File: config.mk
export PLATFORM = sky130hd
export DESIGN_NAME = shift_reg_universal_flat
export DESIGN_NICKNAME = d
export VERILOG_FILES = /design/src/rtl/shift_reg_universal_if.sv /design/src/rtl/shift_reg_universal.sv /design/src/flat_wrapper.sv
export SDC_FILE = /design/constraint.sdc
export NUM_CORES = 1
export LEC_CHECK = 0
export BUFFER_PORTS_ARGS = -buffer_cell sky130_fd_sc_hd__buf_2
export CAP_MARGIN = 20
export CORE_UTILIZATION = 35
export DETAILED_ROUTE_END_ITERATION = 6
export PLACE_DENSITY = 0.62
export SYNTH_ARGS = -nofsm -noshare
export SYNTH_HDL_FRONTEND = slang
export SYNTH_SLANG_ARGS = --single-unit
File: constraint.sdc
create_clock -name clk -period 1.4 [get_ports clk]
set_clock_uncertainty 0.05 [all_clocks]
set_input_delay 0.14 -clock clk [delete_from_list [all_inputs] [get_ports clk]]
set_output_delay 0.14 -clock clk [all_outputs]
set_load 0.01 [all_outputs]
File: src/rtl/shift_reg_universal_if.sv
// Universal shift register bus: control, serial/parallel data and status.
// Master drives controls and data; slave returns register state.
interface shift_reg_universal_if #(
    parameter int WIDTH = 4,
    parameter int CNT_W = 3
);
    logic             enable;
    logic [1:0]       mode;
    logic             rot;
    logic             s_in_l;
    logic             s_in_r;
    logic [WIDTH-1:0] d;
    logic [WIDTH-1:0] q;
    logic             s_out;
    logic [CNT_W-1:0] shifts;
    logic             vacio;
    logic             load_ack;

    modport master (
        output enable, mode, rot, s_in_l, s_in_r, d,
        input  q, s_out, shifts, vacio, load_ack
    );

    modport slave (
        input  enable, mode, rot, s_in_l, s_in_r, d,
        output q, s_out, shifts, vacio, load_ack
    );
endinterface

File: src/rtl/shift_reg_universal.sv
// Universal shift register: hold / left / right / load, optional rotate,
// with a saturating count of loaded bits shifted out since the last load.
module shift_reg_universal #(
    parameter int WIDTH = 4,
    parameter int CNT_W = 3
) (
    input  logic                  clk,
    input  logic                  reset,
    shift_reg_universal_if.slave  bus
);
    localparam logic [CNT_W-1:0] FULL = CNT_W'(WIDTH);
    localparam logic [CNT_W-1:0] ONE  = CNT_W'(1);

    logic [WIDTH-1:0] q_q, q_d;
    logic             s_out_q, s_out_d;
    logic [CNT_W-1:0] shifts_q, shifts_d;
    logic             load_ack_q, load_ack_d;
    logic             fill_l, fill_r;

    // Fill bits entering on a shift: wrap-around when rotating.
    always_comb begin
        fill_l = bus.rot ? q_q[WIDTH-1] : bus.s_in_r;
        fill_r = bus.rot ? q_q[0] : bus.s_in_l;
    end

    // Next state; ack defaults low so any non-load or gated edge clears it.
    always_comb begin
        q_d        = q_q;
        s_out_d    = s_out_q;
        shifts_d   = shifts_q;
        load_ack_d = 1'b0;
        if (bus.enable) begin
            unique case (bus.mode)
                2'b00: begin
                end
                2'b01: begin
                    q_d     = {q_q[WIDTH-2:0], fill_l};
                    s_out_d = q_q[WIDTH-1];
                    if (!bus.rot && shifts_q != FULL)
                        shifts_d = shifts_q + ONE;
                end
                2'b10: begin
                    q_d     = {fill_r, q_q[WIDTH-1:1]};
                    s_out_d = q_q[0];
                    if (!bus.rot && shifts_q != FULL)
                        shifts_d = shifts_q + ONE;
                end
                2'b11: begin
                    q_d        = bus.d;
                    shifts_d   = '0;
                    load_ack_d = 1'b1;
                end
            endcase
        end
    end

    // State registers; a cleared register counts as fully shifted out.
    always_ff @(posedge clk or negedge reset) begin
        if (!reset) begin
            q_q        <= '0;
            s_out_q    <= 1'b0;
            shifts_q   <= FULL;
            load_ack_q <= 1'b0;
        end else begin
            q_q        <= q_d;
            s_out_q    <= s_out_d;
            shifts_q   <= shifts_d;
            load_ack_q <= load_ack_d;
        end
    end

    // Outputs straight from state; empty flag decoded from the tracker.
    always_comb begin
        bus.q        = q_q;
        bus.s_out    = s_out_q;
        bus.shifts   = shifts_q;
        bus.vacio    = (shifts_q == FULL);
        bus.load_ack = load_ack_q;
    end
endmodule

File: src/flat_wrapper.sv
// flat-port wrapper written by rule: the top's interface ports become plain ports
module shift_reg_universal_flat 
#(
    parameter int WIDTH = 4,
    parameter int CNT_W = 3
)
  (clk, reset, bus_enable, bus_mode, bus_rot, bus_s_in_l, bus_s_in_r, bus_d, bus_q, bus_s_out, bus_shifts, bus_vacio, bus_load_ack);
  shift_reg_universal_if #(.WIDTH(WIDTH), .CNT_W(CNT_W)) bus_i ();
  input  logic clk;
  input  logic reset;
  input wire logic [$bits(bus_i.enable)-1:0] bus_enable;
  input wire logic [$bits(bus_i.mode)-1:0] bus_mode;
  input wire logic [$bits(bus_i.rot)-1:0] bus_rot;
  input wire logic [$bits(bus_i.s_in_l)-1:0] bus_s_in_l;
  input wire logic [$bits(bus_i.s_in_r)-1:0] bus_s_in_r;
  input wire logic [$bits(bus_i.d)-1:0] bus_d;
  output wire logic [$bits(bus_i.q)-1:0] bus_q;
  output wire logic [$bits(bus_i.s_out)-1:0] bus_s_out;
  output wire logic [$bits(bus_i.shifts)-1:0] bus_shifts;
  output wire logic [$bits(bus_i.vacio)-1:0] bus_vacio;
  output wire logic [$bits(bus_i.load_ack)-1:0] bus_load_ack;
  assign bus_i.enable = bus_enable;
  assign bus_i.mode = bus_mode;
  assign bus_i.rot = bus_rot;
  assign bus_i.s_in_l = bus_s_in_l;
  assign bus_i.s_in_r = bus_s_in_r;
  assign bus_i.d = bus_d;
  assign bus_q = bus_i.q;
  assign bus_s_out = bus_i.s_out;
  assign bus_shifts = bus_i.shifts;
  assign bus_vacio = bus_i.vacio;
  assign bus_load_ack = bus_i.load_ack;
  shift_reg_universal #(.WIDTH(WIDTH), .CNT_W(CNT_W)) u_core (.clk(clk), .reset(reset), .bus(bus_i));
endmodule
==> results of run 1 <==
[power breakdown]
group	internal [mW]	total, mW	switching (mW)
registers	0.332	0.385	0.0533
clock network	0.105	0.206	0.101
logic	0.225	0.463	0.238
total	0.662	1.05	0.392
[kinds of logic (layout without fill, tap and decap cells)]
group | Yosys count | in the layout
AO/OA/AOI/OAI | 18 | 18
adder cells (fa/ha/maj) | 5 | 5
buffers and inverters | 8 | 34
flip-flops | 9 | 9
multiplexers | 4 | 4
AND/OR/NAND/NOR | 20 | 20
[through the flow]
step                 util  std cells
floorplan               -         64
global placement    0.463        101
detailed placement  0.463        101
CTS                 0.487        106
global route        0.487        106
finish              0.487        106
[state kept, by name, indices dropped and copies added (netlist names)]
name and cells:
u_core.bus.shifts 3, u_core.bus.load_ack 1, u_core.bus.s_out 1, u_core.bus.q 4
[Yosys cell counts, types with 2 or more instances]
library cell,instances
a31oi_1,5
a21oi_1,3
nand2_1,8
nor3b_1,2
o21ai_0,4
nor2_1,5
dfrtp_1,8
ha_1,5
mux2i_1,2
mux2_2,2
inv_1,4
buf_6,2
a22oi_1,5
[cell type report]
class | count | area (sq um) | share of cell area
clock inverter | 1 | 5.00 | 0.00659
clock buffer | 3 | 22.5 | 0.0297
tap | 16 | 20.0 | 0.0264
inverter | 4 | 15.0 | 0.0198
timing repair buffer | 26 | 145 | 0.191
sequential | 9 | 226 | 0.298
multi-input combinational | 47 | 325 | 0.428
[worst register-to-register path: stages (launching register included)]
cell	delay, ns
dfrtp_1	0.35
inv_1	0.05
ha_1	0.29
and4b_1	0.18
a22oi_1	0.12
o21ai_0	0.10
[metal layers]
metal | share of wire | track usage | vias up
li1 | - | - | 282
met1 | 0.45 | 0.177 | 257
met2 | 0.51 | 0.258 | 14
met3 | 0.035 | 0.0125 | 2
met4 | 0.011 | 0.0563 | 0
met5 | 0 | 0 | -
[path summary, 6_finish.rpt]
| kind | cells past startpoint | start | to |
|---|---|---|---|
| worst min register to register | 1 | u_core.bus.shifts[2] | u_core.bus.shifts[2] |
| worst min-delay path | 2 | bus_enable | u_core.bus.s_out |
| min in group asynchronous | 2 | reset | u_core.bus.s_out |
| max in group asynchronous | 2 | reset | u_core.bus.shifts[2] |
| worst max-delay path | 4 | u_core.bus.shifts[0] | bus_vacio |
| worst max register to register | 5 | u_core.bus.shifts[0] | u_core.bus.shifts[1] |
[placed cells by master (no fill, tap or decap)]
cell type / netlist / layout
a21oi_1: 3 / 3
and2_2: 1 / 1
buf_4: 1 / 4
nor2_1: 5 / 5
inv_1: 4 / 4
dfrtp_1: 8 / 8
and2_1: 1 / 1
clkbuf_4: 0 / 3
and2b_1: 1 / 1
mux2i_1: 2 / 2
nor3b_1: 2 / 2
a22oi_1: 5 / 5
ha_1: 5 / 5
o2bb2ai_1: 1 / 1
a31oi_1: 5 / 5
and4b_1: 1 / 1
dfstp_2: 1 / 1
nand2_1: 8 / 8
o21ai_0: 4 / 4
dlygate4sd3_1: 0 / 1
and4bb_1: 1 / 1
clkinv_2: 0 / 1
mux2_2: 2 / 2
buf_2: 1 / 21
[repair_timing]
action,in CTS,in global routing
hold buffers,1,0
endpoints found under the setup margin,0,0
hold endpoints to repair,9,0
gates resized for setup,0,0
==> results.md, run 1 <==
* CP delay by family, top: flip-flops
* Gr usage total at 0.143
* Critical path class: flip-flop to output port
* Ant diodes at 0
* Detailed Routing Iterations Pass 1 at 6
* ANT nets after route at 0
* I/O pin count at 22
* Post-synth EDFFs at 0
* Worst Path Arrival at 1.15 ns
* Routed wire per std cell at 12.1 microns
* Die X at 43.5 microns
* Crit path largest cell delay at 0.35 ns
* Fill cell count at 152
* Fin worst setup slack at 0.0571 ns
* Top_reg_cell synth: dfrtp_1
* Share of cells above drive strength 1 at 0.367
* Failing checks: design-rule violations
* Hold crit path type: input port to flip-flop
* Synth Instances at 64
* Vias in the first global route at 492
* Remaining Overflow, GRT at 0
* Clk slew on worst S/H paths at 0.07 ns
* Sink Count at 9
* Crit-path slowest cell: dfrtp_1
* Total Wirelength at 1280 microns
* DIE HEIGHT at 43.5 microns
* Netlist cell types at 22
* Syn avg cell area at 9.40 sq um
* Synth top area cells: dfrtp_1 (33%), ha_1 (10%), a22oi_1 (6.2%)
* Synth Cell Area at 602 sq um
* CORE AREA at 1560 sq um
* DRC Markers at 4
* Post-CTS setup buffers at 0
* Max transition margin at 0.813
* Clk Latency, worst-skew pair at 0.26 ns
* Final min period at 1.34 ns
* Starting density of the core at 0.386
* Largest family of logic cells by synthesized area: compound AO/OA/AOI/OAI gates
* Sequential area share after synthesis at 0.376
* Period utilisation layout at 0.959
* CP Launch Type: flip-flop
* Non-Filler Cell Area, Final at 759 sq um
* Mux share of post-synthesis cell area at 0.0707
* FP Rows at 14
* Static leakage at 0.385 nW
* Buf/Inv on CP at 2
* Crit path cell chain: inv_1, ha_1, and2_1, buf_2
* Pwr Total at 1.05 mW
* DR iter-0 viols at 15
* Root Buffer: clkbuf_4
* DPL Wire Length at 957 microns
* Synthesis-stage register bit count at 9
* CTS H-tree depth at 1
* RePlAce Congestion at 0.734
* Final hold violation count at 0
* YS warnings at 0
* Worst Path Required at 1.21 ns
* Initial antenna violation count at 0
* Area delta synth->final at 26.2%
* DIE AREA at 1890 sq um
* Max Clk Rate at 745 MHz
* Hold_ws at 0.125 ns
* Largest net degree at the start of global routing at 10
* CTS tree: yes
* CP Max Fanout at 3
* Post-synthesis async set-or-reset flop share at 1.00
* Global-route wire length before repair at 2080 microns
* Status: complete, but fails checks
* Syn Nets at 81
* Worst Tran Pin Value at 0.280 ns
* I/O Buffers at 21
* Worst Setup End Kind: output port
* Max-cap violations at 0
* Pre-CTS WS at 0.0960 ns
* Pins Over Slew Limit at 0
* Total CTS buffers at 3
* Adder-Cell Fraction of Synth Area at 0.104
* Placed inst area at 722 sq um
* Simple-gate portion of the synthesized area at 0.179
* RSZ-0062 raised after global routing: no
* Synth area leader: dfrtp_1
* DR vias at 555
* Post-Synth XOR/XNOR Area at 0
* Nets at 108
* Final setup viols at 0
* Pwr dens at 1390 nW/um^2
* DR vias/cell at 5.24
* Setup TNS at 0 ns
* Post-synth top area share at 0.333
* R2R setup slack at 0.14 ns
* Synth Area in Compound Gates at 0.187
* IR drop worst, VDD at 572 uV
* Bufs on Longest Clock Path at 2
Note: power is estimated with default switching activity, not from simulation.
==> run 2, diff against run 1 <==
GPL_ROUTABILITY_DRIVEN = 0   (was not set)
PLACE_DENSITY = 0.65   (was 0.62)
==> results.md, run 2 (synthesized netlist as in run 1, its figures left out) <==
* Status: complete, but fails checks (unchanged)
* Failing checks: design-rule violations (unchanged)
* Vias in the first global route at 497 (was 492)
* Largest net degree at the start of global routing at 10 (unchanged)
* FP Rows at 14 (unchanged)
* Hold crit path type: input port to flip-flop (unchanged)
* DR vias/cell at 5.38 (was 5.24)
* DIE AREA at 1890 sq um (unchanged)
* Max Clk Rate at 751 MHz (was 745 MHz)
* Crit-path slowest cell: dfrtp_1 (unchanged)
* Remaining Overflow, GRT at 0 (unchanged)
* IR drop worst, VDD at 721 uV (was 572 uV)
* ANT nets after route at 0 (unchanged)
* Worst Path Arrival at 1.14 ns (was 1.15 ns)
* Hold wc startpoint: bus_enable (unchanged)
* R2R setup slack at 0.14 ns (about the same)
* Bufs on Longest Clock Path at 2 (unchanged)
* FF-to-FF Start: u_core.bus.shifts[0] (unchanged)
* Critical Path Start: u_core.bus.shifts[0] (unchanged)
* Share of cells above drive strength 1 at 0.356 (was 0.367)
* Period utilisation layout at 0.951 (was 0.959)
* I/O Buffers at 21 (unchanged)
* Pwr dens at 1390 nW/um^2 (about the same)
* Highest-count cells in the layout ignoring fill and taps: buf_2 (21), nand2_1 (8), dfrtp_1 (8) (unchanged)
* Worst Setup End Kind: output port (unchanged)
* Pins Over Slew Limit at 0 (unchanged)
* I/O pin count at 22 (unchanged)
* Reg2reg path depth at 5 (unchanged)
* Routed wire per std cell at 12.6 microns (was 12.1 microns)
* Max-cap violations at 0 (unchanged)
* DR iter-0 viols at 27 (was 15)
* Worst Path Required at 1.21 ns (about the same)
* Root Buffer: clkbuf_4 (unchanged)
* Final hold violation count at 0 (unchanged)
* Global-route wire length before repair at 2100 microns (was 2080 microns)
* RSZ-0062 raised after global routing: no (unchanged)
* CP Launch Type: flip-flop (unchanged)
* Clk Latency, worst-skew pair at 0.26 ns (about the same)
* Crit path largest cell delay at 0.34 ns (was 0.35 ns)
* Detailed Routing Iterations Pass 1 at 6 (unchanged)
* Crit path cell chain: inv_1, ha_1, and2_1, buf_2 (unchanged)
* Area delta synth->final at 26.0% (was 26.2%)
* DR vias at 570 (was 555)
* Worst r2r dst: u_core.bus.shifts[0] (was u_core.bus.shifts[1])
* Max transition margin at 0.784 (was 0.813)
* Starting density of the core at 0.386 (unchanged)
* Placed Cells at 101 (unchanged)
* DIE HEIGHT at 43.5 microns (unchanged)
* Critical path class: flip-flop to output port (unchanged)
* Post-layout util at 0.486 (was 0.487)
* Hold endpoint: u_core.bus.s_out (unchanged)
* Final min period at 1.33 ns (was 1.34 ns)
* Sink Count at 9 (unchanged)
* CTS H-tree depth at 1 (unchanged)
* Final setup viols at 0 (unchanged)
* Ant diodes at 0 (unchanged)
* Die X at 43.5 microns (unchanged)
* Total Wirelength at 1340 microns (was 1280 microns)
* CTS tree: yes (unchanged)
* Setup TNS at 0 ns (unchanged)
* Initial antenna violation count at 0 (unchanged)
* Nets at 108 (unchanged)
* Max reg flops at 4 (unchanged)
* Clk slew on worst S/H paths at 0.06 ns (was 0.07 ns)
* DRC Markers at 2 (was 4)
* Hold path depth at 2 (unchanged)
* DPL Wire Length at 973 microns (was 957 microns)
* Leading cell type in the layout, fill and taps excluded: buf_2 (unchanged)
* Buf/Inv on CP at 2 (unchanged)
* CP delay by family, top: flip-flops (unchanged)
* Total CTS buffers at 3 (unchanged)
* CORE AREA at 1560 sq um (unchanged)
* Worst Tran Pin Value at 0.324 ns (was 0.280 ns)
* CP Max Fanout at 3 (unchanged)
* Fin cells at 106 (unchanged)
* Static leakage at 0.382 nW (was 0.385 nW)
* Gr usage total at 0.153 (was 0.143)
==> run 2: cell type report <==
cell class / instances / area [sq um]
clock buffer: 4 / 26.3
fill: 148 / 801
inverter: 4 / 15.0
multi-input combinational: 47 / 325
sequential: 9 / 226
tap: 16 / 20.0
timing repair buffer: 26 / 145
==> run 2: routing by layer <==
metal,GRT usage,share of wire,vias up
li1,-,-,276
met1,0.193,0.45,274
met2,0.242,0.50,18
met3,0.0167,0.040,2
met4,0.113,0.010,0
met5,0,0,-
==> run 2: per-stage QoR <==
step           cell area, sq um  hold slack (ns)  total power [mW]  setup WS (ns)
5_1_grt                     758            0.162              1.13         0.0182
6_report                    758            0.120              1.05         0.0689
3_3_place_gp                722          -0.0493             0.837          0.126
2_1_floorplan               602           -0.206             0.653         0.0932
4_1_cts                     758            0.114              1.06         0.0578
3_5_place_dp                722          -0.0545             0.847         0.0460
==> run 2: power by group <==
group	switching, mW	total (mW)	leakage, nW	internal (mW)
clock network	0.0946	0.205	0.0150	0.110
logic	0.237	0.464	0.263	0.226
registers	0.0527	0.385	0.104	0.332
total	0.385	1.05	0.382	0.668
==> run 2: worst register-to-register path, delay by kind of cell (launching register included) <==
| family | cells | cell delay [ns] |
|---|---|---|
| DFF | 1 | 0.34 |
| buffers and inverters | 1 | 0.04 |
| AOI/OAI and AO/OA | 3 | 0.54 |
| adders and majority gates | 1 | 0.21 |
==> run 2: how the worst max path moves through the flow <==
stage / endpoint / slack [ns] / cells past startpoint
floorplan: u_core.bus.shifts[1] / 0.09 / 5
global placement: u_core.bus.shifts[0] / 0.13 / 6
detailed placement: u_core.bus.shifts[0] / 0.05 / 6
CTS: bus_vacio / 0.06 / 4
global route: bus_vacio / 0.02 / 4
finish: bus_vacio / 0.07 / 4
==> run 2: repair_timing <==
item / CTS / global route
hold buffers: 1 / 0
gates resized for setup: 0 / 0
hold endpoints to repair: 9 / 0
setup endpoints to repair: 0 / 0
setup buffers: 0 / 0
